### config.mk
export PLATFORM = sky130hd
export DESIGN_NAME = dffram_arbiter
export DESIGN_NICKNAME = d
export VERILOG_FILES = /design/src/rtl/dffram_arbiter.sv
export SDC_FILE = /design/constraint.sdc
export NUM_CORES = 1
export LEC_CHECK = 0
export CAP_MARGIN = 20
export CORE_MARGIN = 8
export CORE_UTILIZATION = 42
export CTS_BUF_LIST = sky130_fd_sc_hd__clkbuf_16
export DETAILED_ROUTE_END_ITERATION = 8
export HOLD_SLACK_MARGIN = 0.05
export PLACE_DENSITY = 0.95
export SETUP_SLACK_MARGIN = 0.15
export SLEW_MARGIN = 20
export SYNTH_ARGS = -nofsm -noshare
export SYNTH_HDL_FRONTEND = slang
export SYNTH_SLANG_ARGS = --single-unit
### constraint.sdc
create_clock -name CLK -period 3.75 [get_ports CLK]
set_clock_uncertainty 0.15 [all_clocks]
set_input_delay 0.75 -clock CLK [delete_from_list [all_inputs] [get_ports CLK]]
set_output_delay 0.75 -clock CLK [all_outputs]
set_load 0.02 [all_outputs]
### src/rtl/dffram_arbiter.sv
// Two-port arbiter and access sequencer for the single-port 2048-word DFFRAM.
// Round-robin by default; define DFFRAM_ARB_FETCH_PRIO_EN for fixed fetch priority.
module dffram_arbiter #(
  parameter int ADDRESS_LENGTH = 32,
  parameter int DATA_LENGTH    = 32,
  parameter int DEPTH          = 2048
) (
  input  logic                      CLK,
  input  logic                      RESETn,
  input  logic                      m0_req,
  input  logic [ADDRESS_LENGTH-1:0] m0_addr,
  output logic                      m0_gnt,
  output logic                      m0_rvalid,
  output logic [DATA_LENGTH-1:0]    m0_rdata,
  output logic                      m0_err,
  input  logic                      m1_req,
  input  logic [3:0]                m1_we,
  input  logic [ADDRESS_LENGTH-1:0] m1_addr,
  input  logic [DATA_LENGTH-1:0]    m1_wdata,
  output logic                      m1_gnt,
  output logic                      m1_rvalid,
  output logic [DATA_LENGTH-1:0]    m1_rdata,
  output logic                      m1_err,
  output logic                      ram_EN,
  output logic [3:0]                ram_WE,
  output logic [ADDRESS_LENGTH-1:0] ram_A,
  output logic [DATA_LENGTH-1:0]    ram_Di,
  input  logic [DATA_LENGTH-1:0]    ram_Do
);

  localparam int IDX_W = $clog2(DEPTH);
  localparam logic [ADDRESS_LENGTH:0] LIMIT = (ADDRESS_LENGTH+1)'(DEPTH * 4);

  function automatic logic [IDX_W-1:0] word_index(input logic [ADDRESS_LENGTH-1:0] a);
    return a[IDX_W+1:2];
  endfunction

  // Compare one bit wider so DEPTH*4 cannot wrap at the top of the address space.
  function automatic logic out_of_range(input logic [ADDRESS_LENGTH-1:0] a);
    return {1'b0, a} >= LIMIT;
  endfunction

  logic                      accept_p0;
  logic [ADDRESS_LENGTH-1:0] addr_p0;

  logic                      vld_p1;
  logic                      port_p1;
  logic                      err_p1;
  logic [IDX_W-1:0]          idx_p1;
  logic [3:0]                we_p1;
  logic [DATA_LENGTH-1:0]    wdata_p1;
  logic [DATA_LENGTH-1:0]    rdata_p1;

  // ---- stage p0: arbitration (combinational grant) ----
`ifdef DFFRAM_ARB_FETCH_PRIO_EN
  always_comb begin
    m0_gnt = m0_req;
    m1_gnt = m1_req & ~m0_req;
  end
`else
  logic ptr;  // last-granted port; resets to 1 so port 0 wins first contention

  always_comb begin
    m0_gnt = m0_req;
    m1_gnt = m1_req;
    if (m0_req && m1_req) begin
      m0_gnt = ptr;
      m1_gnt = ~ptr;
    end
  end

  always_ff @(posedge CLK or negedge RESETn) begin
    if (!RESETn) begin
      ptr <= 1'b1;
    end else if (accept_p0) begin
      ptr <= m1_gnt;
    end
  end
`endif

  assign accept_p0 = m0_gnt | m1_gnt;
  assign addr_p0   = m1_gnt ? m1_addr : m0_addr;

  // ---- stage p1: command register ----
  always_ff @(posedge CLK or negedge RESETn) begin
    if (!RESETn) begin
      vld_p1  <= 1'b0;
      port_p1 <= 1'b0;
      err_p1  <= 1'b0;
    end else begin
      vld_p1 <= accept_p0;
      if (accept_p0) begin
        port_p1 <= m1_gnt;
        err_p1  <= out_of_range(addr_p0);
      end
    end
  end

  always_ff @(posedge CLK) begin
    if (accept_p0) begin
      idx_p1   <= word_index(addr_p0);
      we_p1    <= m1_gnt ? m1_we : 4'b0000;
      wdata_p1 <= m1_gnt ? m1_wdata : '0;
    end
  end

  always_comb begin
    ram_EN = vld_p1 & ~err_p1;
    ram_WE = ram_EN ? we_p1 : 4'b0000;
    ram_A  = ram_EN ? ADDRESS_LENGTH'(idx_p1) : '0;
    ram_Di = ram_EN ? wdata_p1 : '0;
  end

  // Writes and rejected accesses answer with zero data.
  assign rdata_p1 = (err_p1 || (we_p1 != 4'b0000)) ? '0 : ram_Do;

  // ---- stage p2: response register ----
  always_ff @(posedge CLK or negedge RESETn) begin
    if (!RESETn) begin
      m0_rvalid <= 1'b0;
      m0_err    <= 1'b0;
      m0_rdata  <= '0;
      m1_rvalid <= 1'b0;
      m1_err    <= 1'b0;
      m1_rdata  <= '0;
    end else begin
      m0_rvalid <= vld_p1 & ~port_p1;
      m0_err    <= vld_p1 & ~port_p1 & err_p1;
      m1_rvalid <= vld_p1 & port_p1;
      m1_err    <= vld_p1 & port_p1 & err_p1;
      if (vld_p1 && !port_p1) m0_rdata <= rdata_p1;
      if (vld_p1 && port_p1)  m1_rdata <= rdata_p1;
    end
  end

endmodule
# ---- After elaboration in Yosys (flattened, before gate mapping)
# Index checks and enable logic that the tools add are counted.
dict set report totals {
  inputBits 136
  reg_bits 119
}
dict set report op_classes {
  muxes 7
  n_bitwise 9
  n_reduce_logical 6
  order_cmp 1
}
# op count
set op_table {}
lappend op_table {{32-bit two-way mux} 3}
lappend op_table {{32-bit by 14-bit greater-or-equal comparator with 1-bit output, second input constant} 1}
lappend op_table {{11-bit two-way mux} 1}
lappend op_table {{1-bit bitwise AND} 5}
lappend op_table {{4-bit two-way mux} 1}
lappend op_table {{4-bit nonzero test} 1}
lappend op_table {{1-bit logical AND} 3}
lappend op_table {{1-bit NOT} 3}
lappend op_table {{1-bit two-way mux} 2}
lappend op_table {{1-bit logical NOT} 1}
lappend op_table {{1-bit logical OR} 1}
lappend op_table {{1-bit bitwise OR} 1}

# ---- Longest topological paths before layout
dict set report depth {
  depth_word 4
  depth_mapped 5
  ltp_nobuf 4
}

# ---- Worst setup path after synthesis
# No wires, ideal clock.
dict set report synth_path {
  path_kind {input-to-output}
  start {input m1_req}
  end {output m1_gnt}
  path_slack_ns 1.413
  stages 2
  required_time_ns 2.850
  n_path_buf 1
  arrival_time_ns 1.437
  cell_sequence {a21boi_0 -> clkbuf_1}
}
dict set report synth_between {
  elab_chain_cells 2
}
# item line_no
set synth_lines {}
lappend synth_lines {{start, declared} 16} ;# input logic m1_req,
lappend synth_lines {{1-bit logical AND} 66} ;# if (m0_req && m1_req) begin
lappend synth_lines {{1-bit two-way mux *} 66}
lappend synth_lines {{end, declared} 20} ;# output logic m1_gnt,
# Mark *: on every way between the ends. The rest lies on a longest branch, timed or not.

# ---- Final worst setup path
dict set report layout_path {
  start {input m0_req}
  end {output m0_gnt}
}
dict set report layout_between {
  elab_chain_cells 2
}
# item line_no
set layout_lines {}
lappend layout_lines {{start, declared} 10} ;# input logic m0_req,
lappend layout_lines {{1-bit logical AND} 66}
lappend layout_lines {{1-bit two-way mux *} 66}
lappend layout_lines {{end, declared} 12} ;# output logic m0_gnt,
# Marks and branches as above.

==> results.json <==
{
  "synth_largest_type_area_fraction_pct": 35.4,
  "finish.net_count": 836,
  "die_w_um": 125,
  "yosys.area_share.simple_pct": 20.4,
  "syn_area_per_cell_um2": 11.0,
  "grt_usage_pct": 20.1,
  "run_status": "complete, no violations",
  "synth_xor_area_share_pct": 0,
  "synth_fa_ha_area_share_pct": 0,
  "hpwl_um": 12000,
  "worst_r2r_src": "we_p1[2]$_SDFFCE_PP0P_",
  "regToRegEndpoint": "m1_rdata[31]$_DFFE_PN0P_",
  "total_leakage_power_uw": 0.00327,
  "synth_warnings": 0,
  "wirelength_um": 15500,
  "final_max_slew_viol_count": 0,
  "synthArstFlopShare_pct": 60.5,
  "synth_cell_type_count": 30,
  "critical_path_arrival_ps": 2260,
  "synthesized_instance_count": 455,
  "critical_path.n_buffers_inverters": 2,
  "post-cts-setup-buffers": 0,
  "rsz_0062_raised_after_global_routing": "false",
  "finish.cell_count_without_fillers": 860,
  "setup_viol": 0,
  "p_clk_share_pct": 47.8,
  "diodes": 0,
  "cts_hold_buf": 0,
  "initial_util_pct": 42.3,
  "power.density_cell_area_nw_per_um2": 412,
  "sw_share_pct": 21.9,
  "ir_worst_vdd_mv": 0.222,
  "cp.depth": 3,
  "number_of_enable_flip_flop_cells_after_synthesis": 47,
  "ioPinCount": 275,
  "hold_removal_path_class": "in -> async",
  "ctsHtreeMaxLevel": 4,
  "total_switching_power_uw": 735,
  "ant_nets": 0,
  "globalRoute.totalOverflow": 0,
  "synth.mux.area_fraction_pct": 2.47,
  "routed-via-count": 4106,
  "post-route-min-period_ps": 3160,
  "clock-sinks": 119,
  "worst-path-max-fanout": 4,
  "crit_chain": "clkdlybuf4s50_1 > a21boi_0 > clkdlybuf4s50_1",
  "grt_first_pass_wirelength_um": 24800,
  "setup_tns_ps": 0,
  "first_global_vias": 4561,
  "drt_drc_violations_left": 0,
  "netlist.top_cell.by_area": "sky130_fd_sc_hd__dfrtp_1",
  "timing.critical_path.from": "m0_req",
  "worst-slew-pin-transition_ps": 901,
  "fp.dieArea_um2": 15700,
  "crit_path_end_kind": "output port",
  "ctsRootBufferMaster": "sky130_fd_sc_hd__clkbuf_16",
  "area_growth_pct": 62.2,
  "post_cts.resized_instances": 0,
  "critical_path.most_common_cell": "sky130_fd_sc_hd__clkdlybuf4s50_1",
  "core_region_area_um2": 11900,
  "largest_family_of_logic_cells_by_synthesized_area": "simple AND/OR/NAND/NOR gates",
  "cts_tree": "done",
  "reg2reg_setup_slack_ps": 1510,
  "final.period_utilization_pct": 84.2,
  "post_synth_instance_area_um2": 5020,
  "comb_power_share_pct": 9.4,
  "timing.fmax_mhz": 317,
  "tritoncts.num_buffers": 17,
  "die_h_um": 125,
  "critPathMaxStageDelay_ps": 660,
  "clkLatencyLatePin_ps": 390,
  "worst-endpoint-required_ps": 2850,
  "drv.max_cap_violation_count": 0,
  "drive_gt1_share_pct": 7.71,
  "wl_per_cell_um": 18.0,
  "clock_tree.buffer_depth": 2,
  "final_replace_weighted_congestion": 0.782,
  "grt_antenna_before_repair": 0,
  "worstRegToRegCells": 4,
  "synth.top_cells.by_area": "sky130_fd_sc_hd__dfrtp_1, sky130_fd_sc_hd__edfxtp_1, sky130_fd_sc_hd__and2_1",
  "synth_sequential_area_ratio_pct": 64.0,
  "port_buffers": 249,
  "postSynthRegisterBits": 119,
  "vias_per_cell": 4.77,
  "yosys_most_used_dff": "sky130_fd_sc_hd__dfrtp_1",
  "place.detailed.instances": 828,
  "crit_slowest_cell": "sky130_fd_sc_hd__clkdlybuf4s50_1",
  "drt_iter0_markers": 250,
  "critPathKind": "in -> out",
  "p_seq_share_pct": 42.8,
  "timing.critical_path.from_type": "input pin",
  "path_delay_family": "buffers and inverters",
  "grt_start_max_net_pins": 73,
  "most-common-layout-cells": "sky130_fd_sc_hd__clkdlybuf4s50_1, sky130_fd_sc_hd__nand2_1, sky130_fd_sc_hd__and2_1",
  "std_cell_rows": 40,
  "layout_commonest_cell": "sky130_fd_sc_hd__clkdlybuf4s50_1",
  "detailedRoute.firstPassIterationCount": 5,
  "worstSetupEndpoint": "m0_gnt",
  "max_slew_margin_pct": 39.9,
  "final_hold_viol_count": 0,
  "internal_power_uw": 2620,
  "synth_compound_area_share_pct": 7.08,
  "clkTransAtPathRegs_ps": 50
}
cell type report:
cell class	instances	area, um2
Tap cell	147	184
Fill cell	825	3710
Multi-Input combinational cell	304	1610
Timing Repair Buffer	254	2540
Sequential cell	119	3210
Inverter	4	15.0
Clock inverter	15	161
Clock buffer	17	425
registers in the layout, summed over array words and instances, names as in the netlist, 4 cells and up:
name and cells:
idx_p1 11, m0_rdata 32, m1_rdata 32, wdata_p1 32, we_p1 4
cell families (layout without fill, tap and decap cells):
| logic type | count (synthesis) | in the layout |
|---|---|---|
| AND/OR/NAND/NOR | 203 | 203 |
| flip-flops | 119 | 119 |
| AO/OA/AOI/OAI | 69 | 69 |
| buffers and inverters | 52 | 290 |
| multiplexers | 11 | 11 |
| other | 1 | 21 |
stage by stage:
stage	power (uW)	utilization, %	setup slack, ps	cell area, um2	hold WS, ps
2_1_floorplan	1590	-	1410	5100	304
3_3_place_gp	1760	63.5	605	7530	316
3_5_place_dp	1780	63.7	601	7550	325
4_1_cts	3390	68.6	584	8140	336
5_1_grt	3480	68.7	506	8150	349
6_report	3360	68.7	592	8150	335
worst min path at each step:
stage,slack [ps],from,endpoint
3_3_place_gp,320,m0_rdata[31]$_DFFE_PN0P_,m0_rdata[31]$_DFFE_PN0P_
3_5_place_dp,320,m1_rdata[30]$_DFFE_PN0P_,m1_rdata[30]$_DFFE_PN0P_
2_1_floorplan,300,RESETn,err_p1$_DFFE_PN0P_
5_1_grt,350,m1_rdata[30]$_DFFE_PN0P_,m1_rdata[30]$_DFFE_PN0P_
6_report,340,RESETn,m1_rdata[11]$_DFFE_PN0P_
4_1_cts,340,m1_rdata[30]$_DFFE_PN0P_,m1_rdata[30]$_DFFE_PN0P_
power by group through the flow:
stage                     Combinational (uW)  Sequential (uW)  Clock (uW)
after floorplan                          134             1460           0
after global placement                   301             1460           0
after detailed placement                 316             1460           0
after CTS                                317             1440        1630
after global routing                     341             1440        1690
final                                    315             1440        1600
metal layers:
| layer | vias to the layer above | GRT usage, % | wire length (um) |
|---|---|---|---|
| met5 | - | 0 | 0 |
| li1 | 1961 | - | - |
| met2 | 189 | 37.6 | 8370 |
| met4 | 0 | 7.31 | 349 |
| met1 | 1936 | 19.0 | 5450 |
| met3 | 20 | 8.63 | 1350 |
synthesized netlist by cell type, drive strengths merged, types with 2 or more instances:
master  count
nand2      98
and2       83
dfrtp      71
o21ai      64
edfxtp     47
buf        27
clkbuf     21
mux2       11
nor4        8
nor2        6
inv         4
a21boi      2
or4         2
Power figures use the tool's default switching activity.
